[src/rtl/fe_phase_sequencer_if.sv]
// Bundles the sequencer's control inputs, the fe flip-flop feedback and the status/trigger
// outputs. The master modport drives the sequencer; the slave modport belongs to the sequencer.
interface fe_phase_sequencer_if #(
  parameter int STEP_W = 3
);
  logic              run;
  logic              step_req;
  logic              halt_req;
  logic              mem_ready;
  logic              exec_done;
  logic              fe_q;
  logic              trigger_set;
  logic              trigger_rst;
  logic [STEP_W-1:0] step;
  logic              in_exec;
  logic              busy;
  logic              phase_err;

  modport master (
    output run, step_req, halt_req, mem_ready, exec_done, fe_q,
    input  trigger_set, trigger_rst, step, in_exec, busy, phase_err
  );

  modport slave (
    input  run, step_req, halt_req, mem_ready, exec_done, fe_q,
    output trigger_set, trigger_rst, step, in_exec, busy, phase_err
  );
endinterface

[src/rtl/fe_phase_sequencer.sv]
// Fetch/execute phase sequencer. It steps through fetch and execute micro-steps, stalls fetch on
// memory wait states, pulses the fe flip-flop triggers and checks the flip-flop feedback.
module fe_phase_sequencer #(
  parameter int FETCH_STEPS = 3,
  parameter int EXEC_STEPS  = 4,
  parameter int STEP_W      = 3
) (
  input  logic                clk,
  input  logic                rst,
  fe_phase_sequencer_if.slave bus
);

  typedef enum logic [1:0] {
    S_IDLE  = 2'd0,
    S_FETCH = 2'd1,
    S_EXEC  = 2'd2
  } state_e;

  localparam logic [STEP_W-1:0] FETCH_LAST = STEP_W'(FETCH_STEPS - 1);
  localparam logic [STEP_W-1:0] EXEC_LAST  = STEP_W'(EXEC_STEPS - 1);
  localparam logic [STEP_W-1:0] STEP_ONE   = STEP_W'(1);

  state_e            state_q, state_d;
  logic [STEP_W-1:0] step_q, step_d;
  logic              halt_pend_q, halt_pend_d;
  logic              ss_mode_q, ss_mode_d;
  logic              first_q, first_d;
  logic              trigger_set_q, trigger_set_d;
  logic              trigger_rst_q, trigger_rst_d;
  logic              in_exec_q, in_exec_d;
  logic              busy_q, busy_d;
  logic              phase_err_q, phase_err_d;

  logic halt_now;
  logic exec_end;
  logic fe_mismatch;

  // A halt request that arrives on the execute boundary cycle still counts at that boundary.
  assign halt_now = halt_pend_q | bus.halt_req;
  assign exec_end = (step_q == EXEC_LAST) | bus.exec_done;

  // first_q exempts the first cycle of a phase, while the flip-flop still shows the old phase.
  assign fe_mismatch = ~first_q & (((state_q == S_FETCH) &  bus.fe_q) |
                                   ((state_q == S_EXEC)  & ~bus.fe_q));

  always_comb begin
    // NOTE: every signal gets a default first, so no path through the case can infer a latch.
    state_d       = state_q;
    step_d        = step_q;
    halt_pend_d   = halt_pend_q;
    ss_mode_d     = ss_mode_q;
    first_d       = 1'b0;
    trigger_set_d = 1'b0;
    trigger_rst_d = 1'b0;
    phase_err_d   = phase_err_q | fe_mismatch;

    unique case (state_q)
      S_IDLE: begin
        step_d = '0;
        if (bus.step_req) begin
          state_d   = S_FETCH;
          ss_mode_d = 1'b1;
          first_d   = 1'b1;
        end else if (bus.run) begin
          state_d   = S_FETCH;
          ss_mode_d = 1'b0;
          first_d   = 1'b1;
        end
      end

      S_FETCH: begin
        halt_pend_d = halt_now;
        if (bus.mem_ready) begin
          if (step_q == FETCH_LAST) begin
            state_d       = S_EXEC;
            step_d        = '0;
            trigger_set_d = 1'b1;
            first_d       = 1'b1;
          end else begin
            step_d = step_q + STEP_ONE;
          end
        end
      end

      S_EXEC: begin
        halt_pend_d = halt_now;
        if (exec_end) begin
          step_d        = '0;
          trigger_rst_d = 1'b1;
          if (halt_now | ss_mode_q | ~bus.run) begin
            state_d     = S_IDLE;
            halt_pend_d = 1'b0;
          end else begin
            state_d = S_FETCH;
            first_d = 1'b1;
          end
        end else begin
          step_d = step_q + STEP_ONE;
        end
      end

      default: begin
        state_d = S_IDLE;
        step_d  = '0;
      end
    endcase

    in_exec_d = (state_d == S_EXEC);
    busy_d    = (state_d != S_IDLE);
  end

  // NOTE: sequential state uses non-blocking assignments only, so every flop samples pre-edge values.
  always_ff @(posedge clk or posedge rst) begin
    if (rst) begin
      state_q       <= S_IDLE;
      step_q        <= '0;
      halt_pend_q   <= 1'b0;
      ss_mode_q     <= 1'b0;
      first_q       <= 1'b0;
      trigger_set_q <= 1'b0;
      trigger_rst_q <= 1'b0;
      in_exec_q     <= 1'b0;
      busy_q        <= 1'b0;
      phase_err_q   <= 1'b0;
    end else begin
      state_q       <= state_d;
      step_q        <= step_d;
      halt_pend_q   <= halt_pend_d;
      ss_mode_q     <= ss_mode_d;
      first_q       <= first_d;
      trigger_set_q <= trigger_set_d;
      trigger_rst_q <= trigger_rst_d;
      in_exec_q     <= in_exec_d;
      busy_q        <= busy_d;
      phase_err_q   <= phase_err_d;
    end
  end

  assign bus.trigger_set = trigger_set_q;
  assign bus.trigger_rst = trigger_rst_q;
  assign bus.step        = step_q;
  assign bus.in_exec     = in_exec_q;
  assign bus.busy        = busy_q;
  assign bus.phase_err   = phase_err_q;

endmodule

[src/flat_wrapper.sv]
// flat-port wrapper written by rule: the top's interface ports become plain ports
module fe_phase_sequencer_flat 
#(
  parameter int FETCH_STEPS = 3,
  parameter int EXEC_STEPS  = 4,
  parameter int STEP_W      = 3
)
  (clk, rst, bus_run, bus_step_req, bus_halt_req, bus_mem_ready, bus_exec_done, bus_fe_q, bus_trigger_set, bus_trigger_rst, bus_step, bus_in_exec, bus_busy, bus_phase_err);
  fe_phase_sequencer_if #(.STEP_W(STEP_W)) bus_i ();
  input  logic clk;
  input  logic rst;
  input wire logic [$bits(bus_i.run)-1:0] bus_run;
  input wire logic [$bits(bus_i.step_req)-1:0] bus_step_req;
  input wire logic [$bits(bus_i.halt_req)-1:0] bus_halt_req;
  input wire logic [$bits(bus_i.mem_ready)-1:0] bus_mem_ready;
  input wire logic [$bits(bus_i.exec_done)-1:0] bus_exec_done;
  input wire logic [$bits(bus_i.fe_q)-1:0] bus_fe_q;
  output wire logic [$bits(bus_i.trigger_set)-1:0] bus_trigger_set;
  output wire logic [$bits(bus_i.trigger_rst)-1:0] bus_trigger_rst;
  output wire logic [$bits(bus_i.step)-1:0] bus_step;
  output wire logic [$bits(bus_i.in_exec)-1:0] bus_in_exec;
  output wire logic [$bits(bus_i.busy)-1:0] bus_busy;
  output wire logic [$bits(bus_i.phase_err)-1:0] bus_phase_err;
  assign bus_i.run = bus_run;
  assign bus_i.step_req = bus_step_req;
  assign bus_i.halt_req = bus_halt_req;
  assign bus_i.mem_ready = bus_mem_ready;
  assign bus_i.exec_done = bus_exec_done;
  assign bus_i.fe_q = bus_fe_q;
  assign bus_trigger_set = bus_i.trigger_set;
  assign bus_trigger_rst = bus_i.trigger_rst;
  assign bus_step = bus_i.step;
  assign bus_in_exec = bus_i.in_exec;
  assign bus_busy = bus_i.busy;
  assign bus_phase_err = bus_i.phase_err;
  fe_phase_sequencer #(.FETCH_STEPS(FETCH_STEPS), .EXEC_STEPS(EXEC_STEPS), .STEP_W(STEP_W)) u_core (.clk(clk), .rst(rst), .bus(bus_i));
endmodule
[config.mk]
export PLATFORM = sky130hd
export DESIGN_NAME = fe_phase_sequencer_flat
export DESIGN_NICKNAME = d
export VERILOG_FILES = /design/src/rtl/fe_phase_sequencer_if.sv /design/src/rtl/fe_phase_sequencer.sv /design/src/flat_wrapper.sv
export SDC_FILE = /design/constraint.sdc
export NUM_CORES = 1
export LEC_CHECK = 0
export ABC_AREA = 0
export CAP_MARGIN = 20
export CORE_MARGIN = 2
export CORE_UTILIZATION = 46
export DETAILED_ROUTE_END_ITERATION = 12
export PLACE_DENSITY = 0.77
export SYNTH_ARGS = -nofsm -noshare
export SYNTH_HDL_FRONTEND = slang
export SYNTH_SLANG_ARGS = --single-unit
[constraint.sdc]
create_clock -name clk -period 2 [get_ports clk]
set_clock_uncertainty 0.15 [all_clocks]
set_input_delay 0.4 -clock clk [delete_from_list [all_inputs] [get_ports clk]]
set_output_delay 0.4 -clock clk [all_outputs]
set_load 0.01 [all_outputs]
==> reports/results.tsv <==
metric	value	unit
Post-synth EDFFs	0	
placed cell areas	808.3	um^2
post-synthesis sequential area ratio	50.88	%
Final setup viols	0	
Port Buf Inserts	15	
WL met1	617	um
initial DRC count	14	
critical path arrival	1.88	ns
fin area	839.6	um^2
most frequent CP cell	ha_1	
clock buffer depth	2	
Layout area overhead	31.31	%
Syn Inst Count	61	
post_cts resized	0	
leak pwr	0.3771	nW
first drt pass iteration count	4	
yosys warns	0	
Tightest Hold Check Type	input port to asynchronous set/reset pin	
CTS tree	done	
Syn Area/Cell	10.48	um^2
Tmin final	1.862	ns
Critical Path, Cell by Cell	ha_1, ha_1, o21a_1, nand2_1, o21ai_1, o31a_1	
Primary FF master, synth	dfrtp_1	
pin count of the biggest net entering global routing	14	
worst slew pin tran	0.5105	ns
outcome	finished clean	
Core Rows	13	
crit end category	flop	
setup bufs post-CTS	0	
Final Hold Viols	0	
fin crit share	93.09	%
CP max FO	5	
async set or reset register ratio after synthesis	100.0	%
Die Span X	41.28	um
DR vias	488	
GR Overflow Total	0	
antenna cells	0	
Slew Viols, Final	0	
mapped cell area	639.4	um^2
headroom to the max-slew limit	65.93	%
Vias/cell	5.137	
fillcell total	117	
Routed met2 length	522	um
flop and latch count out of synthesis	13	
die area	1704	um^2
Nets	96	
Initial Util	49.13	%
core area	1301	um^2
layout cells sized above 1	6.250	%
num ports	16	
Max-Cap Viols	0	
worst skew pair latency	0.28	ns
Die H	41.28	um
slowest cell on the critical path	dfrtp_1	
Worst-path clk slew	0.09	ns
per-cell routed wire length	12.86	um
maximum vdd ir drop	0.6575	mV
GP Congestion	0.8186	
Mapped Nets	76	
DR WL met3	67	um
slowest stage delay, CP	0.43	ns
CP Class	flop to flop	
TritonCTS Buffers	3	
unrepaired setup endpoints after global routing	no	
All-Layer GR Usage	17.02	%
vias in the first global route	438	
first-pass GRT wire length	1814	um
Power Dens Cells	1094	nW/um^2
Worst EP required	2.02	ns
antenna violations before repair	0	
uppermost layer routed	met4	
Final ANT Viol Nets	0	
CTS root buf	clkbuf_4	
f_max	537.1	MHz
Worst Setup Start Kind	flop	
# clock sinks	13	
detailed placement HPWL	931.8	um
WL final	1222	um
TNS Setup	0	ns
# H-tree levels	1	
synth unique cells	19	
Hold Buf Count CTS	0	
number of remaining DRC errors	0	
==> through the flow <==
step | utilization [%] | cells | setup WS (ns) | power, mW | hold WS [ns]
after floorplan | - | 61 | 0.2602 | 0.6183 | 0.1270
after global placement | 62.12 | 91 | 0.07992 | 0.7374 | 0.2597
after detailed placement | 62.12 | 91 | 0.02809 | 0.7542 | 0.2757
after CTS | 64.13 | 95 | 0.03622 | 0.9205 | 0.2833
after global routing | 64.52 | 95 | 0.07635 | 0.9683 | 0.3002
final | 64.52 | 95 | 0.1383 | 0.9183 | 0.2816
==> final timing paths <==
| check | to | cells past startpoint | start | slack (ns) |
|---|---|---|---|---|
| setup / recovery | u_core.bus.busy$_DFF_PP0_ | 6 | u_core.bus.step[0]$_DFFE_PP0P_ | 0.14 |
| hold / removal | u_core.ss_mode_q$_DFFE_PP0P_ | 2 | rst | 0.28 |
| setup reg to reg | u_core.bus.busy$_DFF_PP0_ | 6 | u_core.bus.step[0]$_DFFE_PP0P_ | 0.14 |
| hold reg to reg | u_core.bus.phase_err$_DFF_PP0_ | 1 | u_core.first_q$_DFF_PP0_ | 0.28 |
| max in group asynchronous | u_core.bus.phase_err$_DFF_PP0_ | 2 | rst | 1.07 |
| min in group clk | u_core.bus.phase_err$_DFF_PP0_ | 1 | u_core.first_q$_DFF_PP0_ | 0.28 |
==> per-layer routing <==
| metal | track usage, % | up-vias |
|---|---|---|
| met2 | 29.30 | 13 |
| li1 | - | 246 |
| met1 | 19.73 | 227 |
| met5 | 0 | - |
| met3 | 4.348 | 2 |
| met4 | 7.258 | 0 |
==> cells in the mapped netlist, types with 2 or more instances <==
cell | number | area (um^2)
o31a_1 | 2 | 17.52
ha_1 | 7 | 87.58
inv_1 | 8 | 30.03
nor2_1 | 5 | 18.77
a21oi_1 | 4 | 20.02
o21ai_0 | 4 | 20.02
nand2_1 | 5 | 18.77
o21a_1 | 2 | 15.01
dfrtp_1 | 13 | 325.3
nor3b_1 | 2 | 15.01
==> report_power, final <==
group | internal, mW | switching, mW
registers | 0.330 | 0.0461
clock network | 0.0775 | 0.0926
logic | 0.186 | 0.186
==> layout make-up <==
cell class	instances	area (um^2)	share of cell area [%]
Clock buffer	4	26.28	3.130
Inverter	8	30.03	3.577
Multi-Input combinational cell	40	289.0	34.43
Sequential cell	13	325.3	38.75
Tap cell	15	18.77	2.235
Timing Repair Buffer	15	150.1	17.88
==> worst max-delay path: cells and delay by family, from the launching register on <==
kind	cells	cell delay, ns
flip-flops	1	0.43
adder cells (fa/ha/maj)	2	0.42
AO/OA/AOI/OAI	3	0.65
AND/OR/NAND/NOR	1	0.10
==> cells in the final DEF (no fill, tap or decap) <==
cell,netlist,routed
a211oi_1,1,1
a21oi_1,4,4
a22o_1,1,1
and2_2,1,1
clkbuf_1,0,1
clkbuf_4,0,3
clkdlybuf4s50_1,0,15
dfrtp_1,13,13
ha_1,7,7
inv_1,8,8
mux2i_1,1,1
nand2_1,5,5
nand3b_1,1,1
nor2_1,5,5
nor3b_1,2,1
nor3b_2,0,1
nor4b_1,1,1
o21a_1,2,2
o21ai_0,4,4
o21ai_1,1,1
o21bai_1,1,1
o221ai_1,1,1
o31a_1,2,2
==> registers in the layout, summed over array words and instances, names as in the netlist <==
signal and cells:
u_core.bus.busy 1, u_core.bus.in_exec 1, u_core.bus.phase_err 1, u_core.bus.step 3, u_core.bus.trigger_rst 1, u_core.bus.trigger_set 1, u_core.first_q 1, u_core.halt_pend_q 1
u_core.ss_mode_q 1, u_core.state_q 2
==> logic make-up after synthesis <==
group,after synthesis,synth area share (%)
muxes,1,1.566
DFF,13,50.88
and+or+nand+nor,15,11.94
adders and majority gates,7,13.70
AOI/OAI and AO/OA,17,17.22
buffers and inverters,8,4.697
Note: power is estimated with default switching activity, not from simulation.
